### src/rtl/chip_load_pkg.sv
// Shared load-path definitions: sequencer state encoding, default region
// lengths and region index constants for the CNN / FC / image memories.
package chip_load_pkg;

  typedef enum logic [1:0] {
    ST_IDLE = 2'd0,
    ST_SEL  = 2'd1,
    ST_LOAD = 2'd2,
    ST_FIN  = 2'd3
  } load_state_t;

  localparam int unsigned CNN_WORDS = 50704;
  localparam int unsigned FC_WORDS  = 11218;
  localparam int unsigned IMG_WORDS = 1024;

  localparam int unsigned REG_CNN = 0;
  localparam int unsigned REG_FC  = 1;
  localparam int unsigned REG_IMG = 2;

endpackage

### src/rtl/weight_load_sequencer_if.sv
// Stream-in and memory write-out bus of the weight load sequencer.
// slave = the sequencer; master = the IO loader / memory side.
interface weight_load_sequencer_if #(
  parameter int unsigned NUM_REGIONS = 3,
  parameter int unsigned DATA_W      = 16,
  parameter int unsigned ADDR_W      = 16
);
  logic [DATA_W-1:0]      s_data;
  logic                   s_valid;
  logic                   s_ready;
  logic [NUM_REGIONS-1:0] mem_sel;
  logic [ADDR_W-1:0]      mem_addr;
  logic [DATA_W-1:0]      mem_wdata;
  logic                   mem_we;

  modport master (
    output s_data, s_valid,
    input  s_ready, mem_sel, mem_addr, mem_wdata, mem_we
  );

  modport slave (
    input  s_data, s_valid,
    output s_ready, mem_sel, mem_addr, mem_wdata, mem_we
  );
endinterface

### src/rtl/load_region_select.sv
// Lowest-index priority pick over the pending-region mask.
module load_region_select #(
  parameter int unsigned N = 3
) (
  input  logic [N-1:0] i_pending,
  output logic [N-1:0] o_onehot,
  output logic         o_none
);

  // Two's-complement trick isolates the lowest set bit.
  assign o_onehot = i_pending & (~i_pending + 1'b1);
  assign o_none   = ~|i_pending;

endmodule

### src/rtl/weight_load_sequencer.sv
// Streams IO words into up to NUM_REGIONS memories in index order over one
// write bus. Define LOAD_CHECKSUM_EN to build the accepted-word checksum.
module weight_load_sequencer
  import chip_load_pkg::*;
#(
  parameter int unsigned                   NUM_REGIONS = 3,
  parameter int unsigned                   DATA_W      = 16,
  parameter int unsigned                   ADDR_W      = 16,
  parameter logic [NUM_REGIONS*ADDR_W-1:0] REGION_LEN  =
    {16'(IMG_WORDS), 16'(FC_WORDS), 16'(CNN_WORDS)}
) (
  input  logic                   clk,
  input  logic                   rst,
  input  logic                   load,
  input  logic [NUM_REGIONS-1:0] region_mask,
  weight_load_sequencer_if.slave bus,
  output logic                   busy,
  output logic [NUM_REGIONS-1:0] region_done,
  output logic                   done,
  output logic [DATA_W-1:0]      checksum
);

  load_state_t r_state, w_next;

  logic [NUM_REGIONS-1:0] w_len_nz;
  logic [NUM_REGIONS-1:0] w_eff_mask;
  logic [NUM_REGIONS-1:0] w_pick;
  logic                   w_none;
  logic [ADDR_W-1:0]      w_pick_len;
  logic                   w_s_ready;
  logic                   w_accept;
  logic                   w_last;
  logic                   w_start;

  logic [NUM_REGIONS-1:0] r_pending;
  logic [ADDR_W-1:0]      r_cnt;
  logic [ADDR_W-1:0]      r_len;
  logic [NUM_REGIONS-1:0] r_mem_sel;
  logic [ADDR_W-1:0]      r_mem_addr;
  logic [DATA_W-1:0]      r_mem_wdata;
  logic                   r_mem_we;
  logic                   r_busy;
  logic                   r_done;
  logic [NUM_REGIONS-1:0] r_region_done;

  always_comb begin
    w_len_nz   = '0;
    w_pick_len = '0;
    for (int unsigned i = 0; i < NUM_REGIONS; i++) begin
      w_len_nz[i] = |REGION_LEN[i*ADDR_W +: ADDR_W];
      if (w_pick[i]) w_pick_len = w_pick_len | REGION_LEN[i*ADDR_W +: ADDR_W];
    end
  end

  // Zero-length regions are dropped up front so SEL never enters an empty LOAD.
  assign w_eff_mask = region_mask & w_len_nz;
  assign w_start    = (r_state == ST_IDLE) && load;
  assign w_accept   = w_s_ready && bus.s_valid;
  assign w_last     = (r_cnt == r_len - 1'b1);

  load_region_select #(.N(NUM_REGIONS)) u_select (
    .i_pending (r_pending),
    .o_onehot  (w_pick),
    .o_none    (w_none)
  );

  always_ff @(posedge clk) begin
    if (rst) r_state <= ST_IDLE;
    else     r_state <= w_next;
  end

  always_comb begin
    w_next    = r_state;
    w_s_ready = 1'b0;
    case (r_state)
      ST_IDLE: if (load) w_next = (w_eff_mask == '0) ? ST_FIN : ST_SEL;
      ST_SEL:  w_next = w_none ? ST_FIN : ST_LOAD;
      ST_LOAD: begin
        w_s_ready = 1'b1;
        if (bus.s_valid && w_last) w_next = ST_SEL;
      end
      ST_FIN:  w_next = ST_IDLE;
      default: w_next = ST_IDLE;
    endcase
  end

  always_ff @(posedge clk) begin
    if (rst) begin
      r_pending     <= '0;
      r_cnt         <= '0;
      r_len         <= '0;
      r_mem_sel     <= '0;
      r_mem_addr    <= '0;
      r_mem_wdata   <= '0;
      r_mem_we      <= 1'b0;
      r_busy        <= 1'b0;
      r_done        <= 1'b0;
      r_region_done <= '0;
    end else begin
      r_mem_we <= w_accept;
      r_done   <= (r_state == ST_FIN);

      if (w_start) begin
        r_busy        <= 1'b1;
        r_region_done <= '0;
        r_pending     <= w_eff_mask;
      end else if (r_state == ST_FIN) begin
        r_busy <= 1'b0;
      end

      if (r_state == ST_SEL) begin
        r_cnt <= '0;
        if (!w_none) begin
          r_mem_sel <= w_pick;
          r_len     <= w_pick_len;
          r_pending <= r_pending & ~w_pick;
        end
      end

      // Completion flag lands with the final write, one cycle after acceptance.
      if (w_accept) begin
        r_mem_addr  <= r_cnt;
        r_mem_wdata <= bus.s_data;
        r_cnt       <= r_cnt + 1'b1;
        if (w_last) r_region_done <= r_region_done | r_mem_sel;
      end
    end
  end

`ifdef LOAD_CHECKSUM_EN
  logic [DATA_W-1:0] r_checksum;

  always_ff @(posedge clk) begin
    if (rst)           r_checksum <= '0;
    else if (w_start)  r_checksum <= '0;
    else if (w_accept) r_checksum <= r_checksum + bus.s_data;
  end

  assign checksum = r_checksum;
`else
  assign checksum = '0;
`endif

  assign bus.s_ready   = w_s_ready;
  assign bus.mem_sel   = r_mem_sel;
  assign bus.mem_addr  = r_mem_addr;
  assign bus.mem_wdata = r_mem_wdata;
  assign bus.mem_we    = r_mem_we;
  assign busy          = r_busy;
  assign done          = r_done;
  assign region_done   = r_region_done;

endmodule

### src/flat_wrapper.sv
// flat-port wrapper written by rule: the top's interface ports become plain ports
module weight_load_sequencer_flat import chip_load_pkg::*;
#(
  parameter int unsigned                   NUM_REGIONS = 3,
  parameter int unsigned                   DATA_W      = 16,
  parameter int unsigned                   ADDR_W      = 16,
  parameter logic [NUM_REGIONS*ADDR_W-1:0] REGION_LEN  =
    {16'(IMG_WORDS), 16'(FC_WORDS), 16'(CNN_WORDS)}
)
  (clk, rst, load, region_mask, busy, region_done, done, checksum, bus_s_data, bus_s_valid, bus_s_ready, bus_mem_sel, bus_mem_addr, bus_mem_wdata, bus_mem_we);
  weight_load_sequencer_if #(.NUM_REGIONS(NUM_REGIONS), .DATA_W(DATA_W), .ADDR_W(ADDR_W)) bus_i ();
  input  logic clk;
  input  logic rst;
  input  logic load;
  input  logic [NUM_REGIONS-1:0] region_mask;
  output logic busy;
  output logic [NUM_REGIONS-1:0] region_done;
  output logic done;
  output logic [DATA_W-1:0] checksum;
  input wire logic [$bits(bus_i.s_data)-1:0] bus_s_data;
  input wire logic [$bits(bus_i.s_valid)-1:0] bus_s_valid;
  output wire logic [$bits(bus_i.s_ready)-1:0] bus_s_ready;
  output wire logic [$bits(bus_i.mem_sel)-1:0] bus_mem_sel;
  output wire logic [$bits(bus_i.mem_addr)-1:0] bus_mem_addr;
  output wire logic [$bits(bus_i.mem_wdata)-1:0] bus_mem_wdata;
  output wire logic [$bits(bus_i.mem_we)-1:0] bus_mem_we;
  assign bus_i.s_data = bus_s_data;
  assign bus_i.s_valid = bus_s_valid;
  assign bus_s_ready = bus_i.s_ready;
  assign bus_mem_sel = bus_i.mem_sel;
  assign bus_mem_addr = bus_i.mem_addr;
  assign bus_mem_wdata = bus_i.mem_wdata;
  assign bus_mem_we = bus_i.mem_we;
  weight_load_sequencer #(.NUM_REGIONS(NUM_REGIONS), .DATA_W(DATA_W), .ADDR_W(ADDR_W), .REGION_LEN(REGION_LEN)) u_core (.clk(clk), .rst(rst), .load(load), .region_mask(region_mask), .bus(bus_i), .busy(busy), .region_done(region_done), .done(done), .checksum(checksum));
endmodule
### config.mk
export PLATFORM = sky130hd
export DESIGN_NAME = weight_load_sequencer_flat
export DESIGN_NICKNAME = d
export VERILOG_FILES = /design/src/rtl/chip_load_pkg.sv /design/src/rtl/weight_load_sequencer_if.sv /design/src/rtl/load_region_select.sv /design/src/rtl/weight_load_sequencer.sv /design/src/flat_wrapper.sv
export SDC_FILE = /design/constraint.sdc
export NUM_CORES = 1
export LEC_CHECK = 0
export ABC_AREA = 1
export BUFFER_PORTS_ARGS = -buffer_cell sky130_fd_sc_hd__buf_2
export CORE_ASPECT_RATIO = 1.1
export CORE_MARGIN = 4
export CORE_UTILIZATION = 30
export CTS_CLUSTER_DIAMETER = 40
export DETAILED_ROUTE_END_ITERATION = 12
export REMOVE_ABC_BUFFERS = 1
export SKIP_LAST_GASP = 1
export SLEW_MARGIN = 20
export SYNTH_ARGS = -nofsm -noshare
export SYNTH_HDL_FRONTEND = slang
export SYNTH_SLANG_ARGS = --single-unit
### constraint.sdc
create_clock -name clk -period 3.2 [get_ports clk]
set_input_delay 0.32 -clock clk [delete_from_list [all_inputs] [get_ports clk]]
set_output_delay 0.32 -clock clk [all_outputs]
set_load 0.05 [all_outputs]
==> impl_metrics.yaml, run 1 <==
finish:
  multi_input_area_um2: 1500
  finalNetCount: 520
  post-route-util_pct: 36.0
  antenna_cells: 0
  final_area_um2: 3600
  seqCellArea_um2: 1280
  layout-drive-gt1-share_pct: 21.7
  instances_no_fill: 618
  filler_cell_count: 1108
  syn_to_final_growth_pct: 15.8
drt:
  antenna_left: 0
  drtPass1Iterations: 4
  initialDrtViolationCount: 186
  viasPerCell: 4.77
  via_count: 2947
  drt-total-wl_um: 8050
  route.detailed.wl_per_inst_um: 13.0
  remaining_drc_errors: 0
clock_tree:
  cts_root_buffer: "clkbuf_8"
  numCtsBuffers: 9
  clk_latency_ns: 0.34
  cts_setup_buffers: 0
  ctsHoldBuffers: 0
  cts_tree: "done"
  cts.repair.resized: 0
  h-tree-depth: 3
  cts.sinks: 64
  cts.clk_slew.worst_paths_ns: 0.07
  cts_buffer_depth: 2
synth:
  synth_top_area_share_pct: 41.3
  synth_seq_area_share_pct: 41.3
  synthTopCellsByCount: "123 x nand2_1, 64 x dfxtp_1, 49 x a21oi_1"
  syn_inst: 433
  netlist_top_cells_area: "dfxtp_1 41%, nand2_1 15%, a21oi_1 7.9%"
  async_flop_share_pct: 0
  ys_ff_latch: 64
  ys.warnings.count: 0
  avgSynthCellArea_um2: 7.17
  synth_area_um2: 3100
  yosysMostFrequentCell: "nand2_1"
  synth_edf_count: 0
  synth.distinct_cells: 40
  synth_largest_area_cell: "dfxtp_1"
  synth_flop_cell: "dfxtp_1"
power_and_ir_drop:
  finalPower_mw: 1.93
  pwr-share-seq_pct: 45.5
  p_sw_share_pct: 35.5
  p_sw_mw: 0.686
  pwr-share-clk_pct: 31.0
  leakage_nw: 1.62
  powerDensity_nw_per_um2: 537
  ir_worst_vdd_uv: 157
  cell_internal_pwr_mw: 1.25
  p_comb_share_pct: 23.5
grt:
  grt_pass1_vias: 2850
  grt_first_pass_wirelength_um: 13200
  grt_max_degree: 40
  grt_antenna_before_repair: 0
  grt-ovfl-total: 0
  track_usage_pct: 13.4
timing:
  setup-violations-final: 0
  report.final.slew_viol_count: 0
  hold_viol: 0
  fmax_ghz: 0.515
  relSlewSlack_pct: 44.2
  rsz0062_at_grt: "false"
  min_period_ns: 1.94
  final.setup.tns_ns: 0
  worst_pin_slew_ns: 0.835
  period_share_pct: 60.6
  final.setup_skew_ns: 0.00668
hold_path:
  whs_path_depth: 3
  holdCritStartpoint: "bus_s_data[15]"
  hold_class: "primary input to flip-flop"
  hold_end: "u_core.bus.mem_wdata[15]"
worst_setup_path:
  rr_startpoint: "u_core.r_state[1]"
  end_kind: "flip-flop"
  cp.arrival_ns: 2.20
  start_kind: "flip-flop"
  crit_path_max_fanout: 32
  ff2ff_path_depth: 7
  rrSetupSlack_ns: 1.26
  critical_path_class: "flip-flop to flip-flop"
  timing.rr.end: "u_core.bus.mem_addr[7]"
  critical_path_required_ns: 3.46
placed_design:
  hpwl_um: 5800
  place.gp.congestion: 0.862
  dpl_cell_area_um2: 3430
  portBuffers: 64
  dpl.cell_count: 602
floorplanning:
  coreArea_um2: 9980
  die_area_um2: 12000
  rows: 38
  ioPinCount: 81
  die_h_um: 115
  start_util_pct: 31.1
  die_w_um: 105
run:
  cap_violations: 0
status:
  run_status: "completed"
[per-stage QoR]
| stage | hold slack [ns] | setup slack (ns) |
|---|---|---|
| floorplan | 0.382 | 1.19 |
| global placement | 0.438 | 1.30 |
| detailed placement | 0.438 | 1.21 |
| CTS | 0.211 | 1.19 |
| global route | 0.212 | 1.00 |
| finish | 0.230 | 1.26 |
[final cells by class]
cell class / count / share of cell area [%]
clock inverter: 4 / 0.557
sequential: 64 / 35.6
clock buffer: 12 / 4.04
inverter: 43 / 4.49
tap: 120 / 4.18
timing repair buffer: 66 / 9.32
multi-input combinational: 309 / 41.8
[power groups by stage]
stage	registers, mW	logic (mW)	clock network (mW)
after floorplan	0.996	0.235	0
after global placement	0.894	0.452	0
after detailed placement	0.897	0.456	0
after CTS	0.879	0.458	0.620
after global routing	0.885	0.500	0.656
final	0.879	0.454	0.598
[logic make-up after synthesis]
family | synth area share (%)
adder cells (fa/ha/maj) | 1.61
buffers and inverters | 12.1
AND/OR/NAND/NOR | 28.1
other | 0.121
AO/OA/AOI/OAI | 16.4
flip-flops | 41.3
XOR/XNOR | 0.282
[how the worst max path moves through the flow]
| stage | start | endpoint | slack, ns |
|---|---|---|---|
| 3_5_place_dp | u_core.r_state[1] | u_core.bus.mem_addr[3] | 1.21 |
| 6_report | u_core.r_state[1] | u_core.bus.mem_addr[7] | 1.26 |
| 4_1_cts | u_core.r_state[1] | u_core.bus.mem_addr[3] | 1.19 |
| 2_1_floorplan | u_core.r_state[1] | u_core.r_cnt[14] | 1.19 |
| 3_3_place_gp | u_core.r_state[1] | u_core.bus.mem_addr[10] | 1.30 |
| 5_1_grt | u_core.r_state[1] | u_core.bus.mem_addr[15] | 1.00 |
[state kept, by name (all words and copies together) (netlist names)]
register	cells
u_core.bus.mem_addr	16
u_core.bus.mem_wdata	16
u_core.r_cnt	16
u_core.bus.mem_sel	3
u_core.r_pending	3
u_core.region_done	3
u_core.r_len	2
u_core.r_state	2
u_core.bus.mem_we	1
u_core.busy	1
u_core.done	1
[routing by layer]
layer | share of wire (%) | vias to the layer above | routed length (um) | track usage (%)
li1 | - | 1504 | - | -
met4 | 1.4 | 0 | 110 | 4.72
met3 | 8.0 | 13 | 642 | 4.68
met2 | 47 | 105 | 3810 | 22.1
met1 | 43 | 1325 | 3490 | 16.2
met5 | 0 | - | 0 | 0
[placed cells by master, fill, tap and decap left out, drive strengths merged, types with 2 or more instances in the layout]
cell type  instances
a31oi              4
a32oi              2
nand2            126
dfxtp             64
clkbuf            12
nor3               8
clkinv             5
o31ai              4
a21oi             51
ha                 4
conb              16
inv               42
nor2              32
buf               66
nand4              5
o21ai             23
nand3             25
[critical path, cell delays in order (launching register included)]
cell and delay [ns]:
dfxtp_1 0.39, inv_2 0.08, nor2_4 0.13, nand2_4 0.23, inv_2 0.39, buf_4 0.35
o21ai_0 0.11, a21oi_1 0.16
No activity file was read; power rests on OpenSTA's default activity.
==> run 2, diff against run 1 <==
- clock period: 3.2 -> 1.9 ns (I/O delays scaled with it)
==> run 2 against run 1 <==
Net effect: final area rose by 2.3%; sequential power rose by 68%; non-clock buffer count rose by 4; via count rose by 0.27%; largest cell class unchanged; highest routed layer unchanged.
==> impl_metrics.yaml, run 2 (same netlist as run 1, synthesis figures left out) <==
timing:
  fin_ws_ns: 0.221
  min_period_ns: 1.68
  rsz0062_at_grt: "false"
  final.setup_skew_ns: 0.0139
  fmax_ghz: 0.596
  period_share_pct: 88.4
  report.final.slew_viol_count: 0
  setup-violations-final: 0
  hold_viol: 0
clock_tree:
  cts_buffer_depth: 2
  cts_root_buffer: "clkbuf_8"
  numCtsBuffers: 9
  cts.sinks: 64
  h-tree-depth: 3
  ctsHoldBuffers: 0
  clk_latency_ns: 0.35
  cts_tree: "done"
  cts.clk_slew.worst_paths_ns: 0.07
worst_setup_path:
  rr_startpoint: "u_core.bus.mem_sel[1]"
  timing.rr.end: "u_core.region_done[0]"
  critical_path_class: "flip-flop to flip-flop"
  setup.worst_path.start: "u_core.bus.mem_sel[1]"
  ff2ff_path_depth: 12
  end_kind: "flip-flop"
  critPathCapture: "u_core.region_done[0]"
  start_kind: "flip-flop"
  crit_path_max_fanout: 8
  critical_path_required_ns: 2.18
  rrSetupSlack_ns: 0.22
  cp.arrival_ns: 1.96
power_and_ir_drop:
  pwr-share-seq_pct: 42.8
  leakage_nw: 1.65
  pwr-share-clk_pct: 34.5
  p_sw_share_pct: 33.9
  ir_worst_vdd_uv: 302
  p_sw_mw: 1.17
  cell_internal_pwr_mw: 2.29
  p_comb_share_pct: 22.7
  powerDensity_nw_per_um2: 942
drt:
  initialDrtViolationCount: 118
  route.detailed.wl_per_inst_um: 12.9
  via_count: 2955
  antenna_left: 0
  remaining_drc_errors: 0
  viasPerCell: 4.75
  drtPass1Iterations: 4
  drt-total-wl_um: 8030
finish:
  final_common_cell: "nand2_1"
  syn_to_final_growth_pct: 18.5
  antenna_cells: 0
  final_area_um2: 3680
  layout-drive-gt1-share_pct: 22.9
  finalNetCount: 524
  final_cell_mix: "123 x nand2_1, 64 x buf_2, 62 x dfxtp_1"
grt:
  grt_antenna_before_repair: 0
  track_usage_pct: 14.0
  grt-ovfl-total: 0
  grt_first_pass_wirelength_um: 13600
  grt_max_degree: 40
  grt_pass1_vias: 2951
floorplanning:
  coreArea_um2: 9980
  rows: 38
  die_area_um2: 12000
  die_h_um: 115
  start_util_pct: 31.1
  ioPinCount: 81
  die_w_um: 105
placed_design:
  place.gp.congestion: 0.887
  portBuffers: 64
  dpl_cell_area_um2: 3470
  hpwl_um: 5910
  dpl_worst_slack_ns: 0.201
status:
  run_status: "completed"
run:
  cap_violations: 0
hold_path:
  hold_class: "primary input to flip-flop"
run 2: changes by cell type in the layout (fill, tap and decap cells not counted), sizes merged:
cell,change
clkbuf,+1
buf,+4
clkinv,-2
bufinv,+1
run 2: power by group through the flow:
stage / logic (mW) / clock network [mW] / registers [mW]
4_1_cts: 0.794 / 1.24 / 1.48
3_5_place_dp: 0.791 / 0 / 1.51
6_report: 0.788 / 1.19 / 1.48
3_3_place_gp: 0.789 / 0 / 1.51
2_1_floorplan: 0.395 / 0 / 1.68
5_1_grt: 0.868 / 1.29 / 1.49
run 2: worst min path at each step:
stage	cells past startpoint	endpoint	startpoint
finish	3	u_core.bus.mem_wdata[4]	bus_s_data[4]
floorplan	1	u_core.r_cnt[11]	rst
global placement	2	u_core.busy	u_core.busy
CTS	3	u_core.bus.mem_wdata[12]	bus_s_data[12]
detailed placement	2	u_core.busy	u_core.busy
global route	3	u_core.bus.mem_wdata[14]	bus_s_data[14]
run 2: worst max-delay path, stage by stage (launching register included):
cell     delay (ns)
dfxtp_2        0.38
inv_2          0.08
ha_2           0.33
inv_1          0.04
nand2_1        0.05
nand2_1        0.05
nor2_1         0.08
nand2_1        0.05
nor2_1         0.10
nand3_1        0.11
nor2_1         0.11
nand2_1        0.09
a21oi_1        0.14
run 2: repair_timing:
action | 4_1_cts | 5_1_grt
gates resized for setup | 0 | 3
setup endpoints to repair | 0 | 5
buffers inserted | 0 | 0
run 2: per-layer routing:
layer,global-route usage [%],up-vias,part of all wire [%]
met5,0,-,0
met4,5.16,0,1.4
met3,3.72,12,5.8
met2,23.5,81,47
met1,17.2,1354,46
li1,-,1508,-
run 2: layout make-up:
| type | count | area (um2) |
|---|---|---|
| fillers | 1079 | 6310 |
| multi-input cells | 309 | 1510 |
| flip-flops and latches | 64 | 1280 |
| repair buffers | 70 | 378 |
| inverters | 43 | 161 |
| clock buffers | 13 | 159 |
| well taps | 120 | 150 |
| clock inverters | 3 | 40.0 |
run 2: per-stage QoR:
stage | hold slack (ns) | TNS [ns] | utilization (%) | power (mW) | std cells
final | 0.0834 | 0 | 36.8 | 3.46 | 622
after floorplan | 0.252 | -0.214 | - | 2.07 | 416
after global routing | 0.0759 | 0 | 36.8 | 3.66 | 622
after global placement | 0.435 | 0 | 34.8 | 2.29 | 606
after detailed placement | 0.438 | 0 | 34.8 | 2.30 | 606
after CTS | 0.0705 | 0 | 36.8 | 3.51 | 622
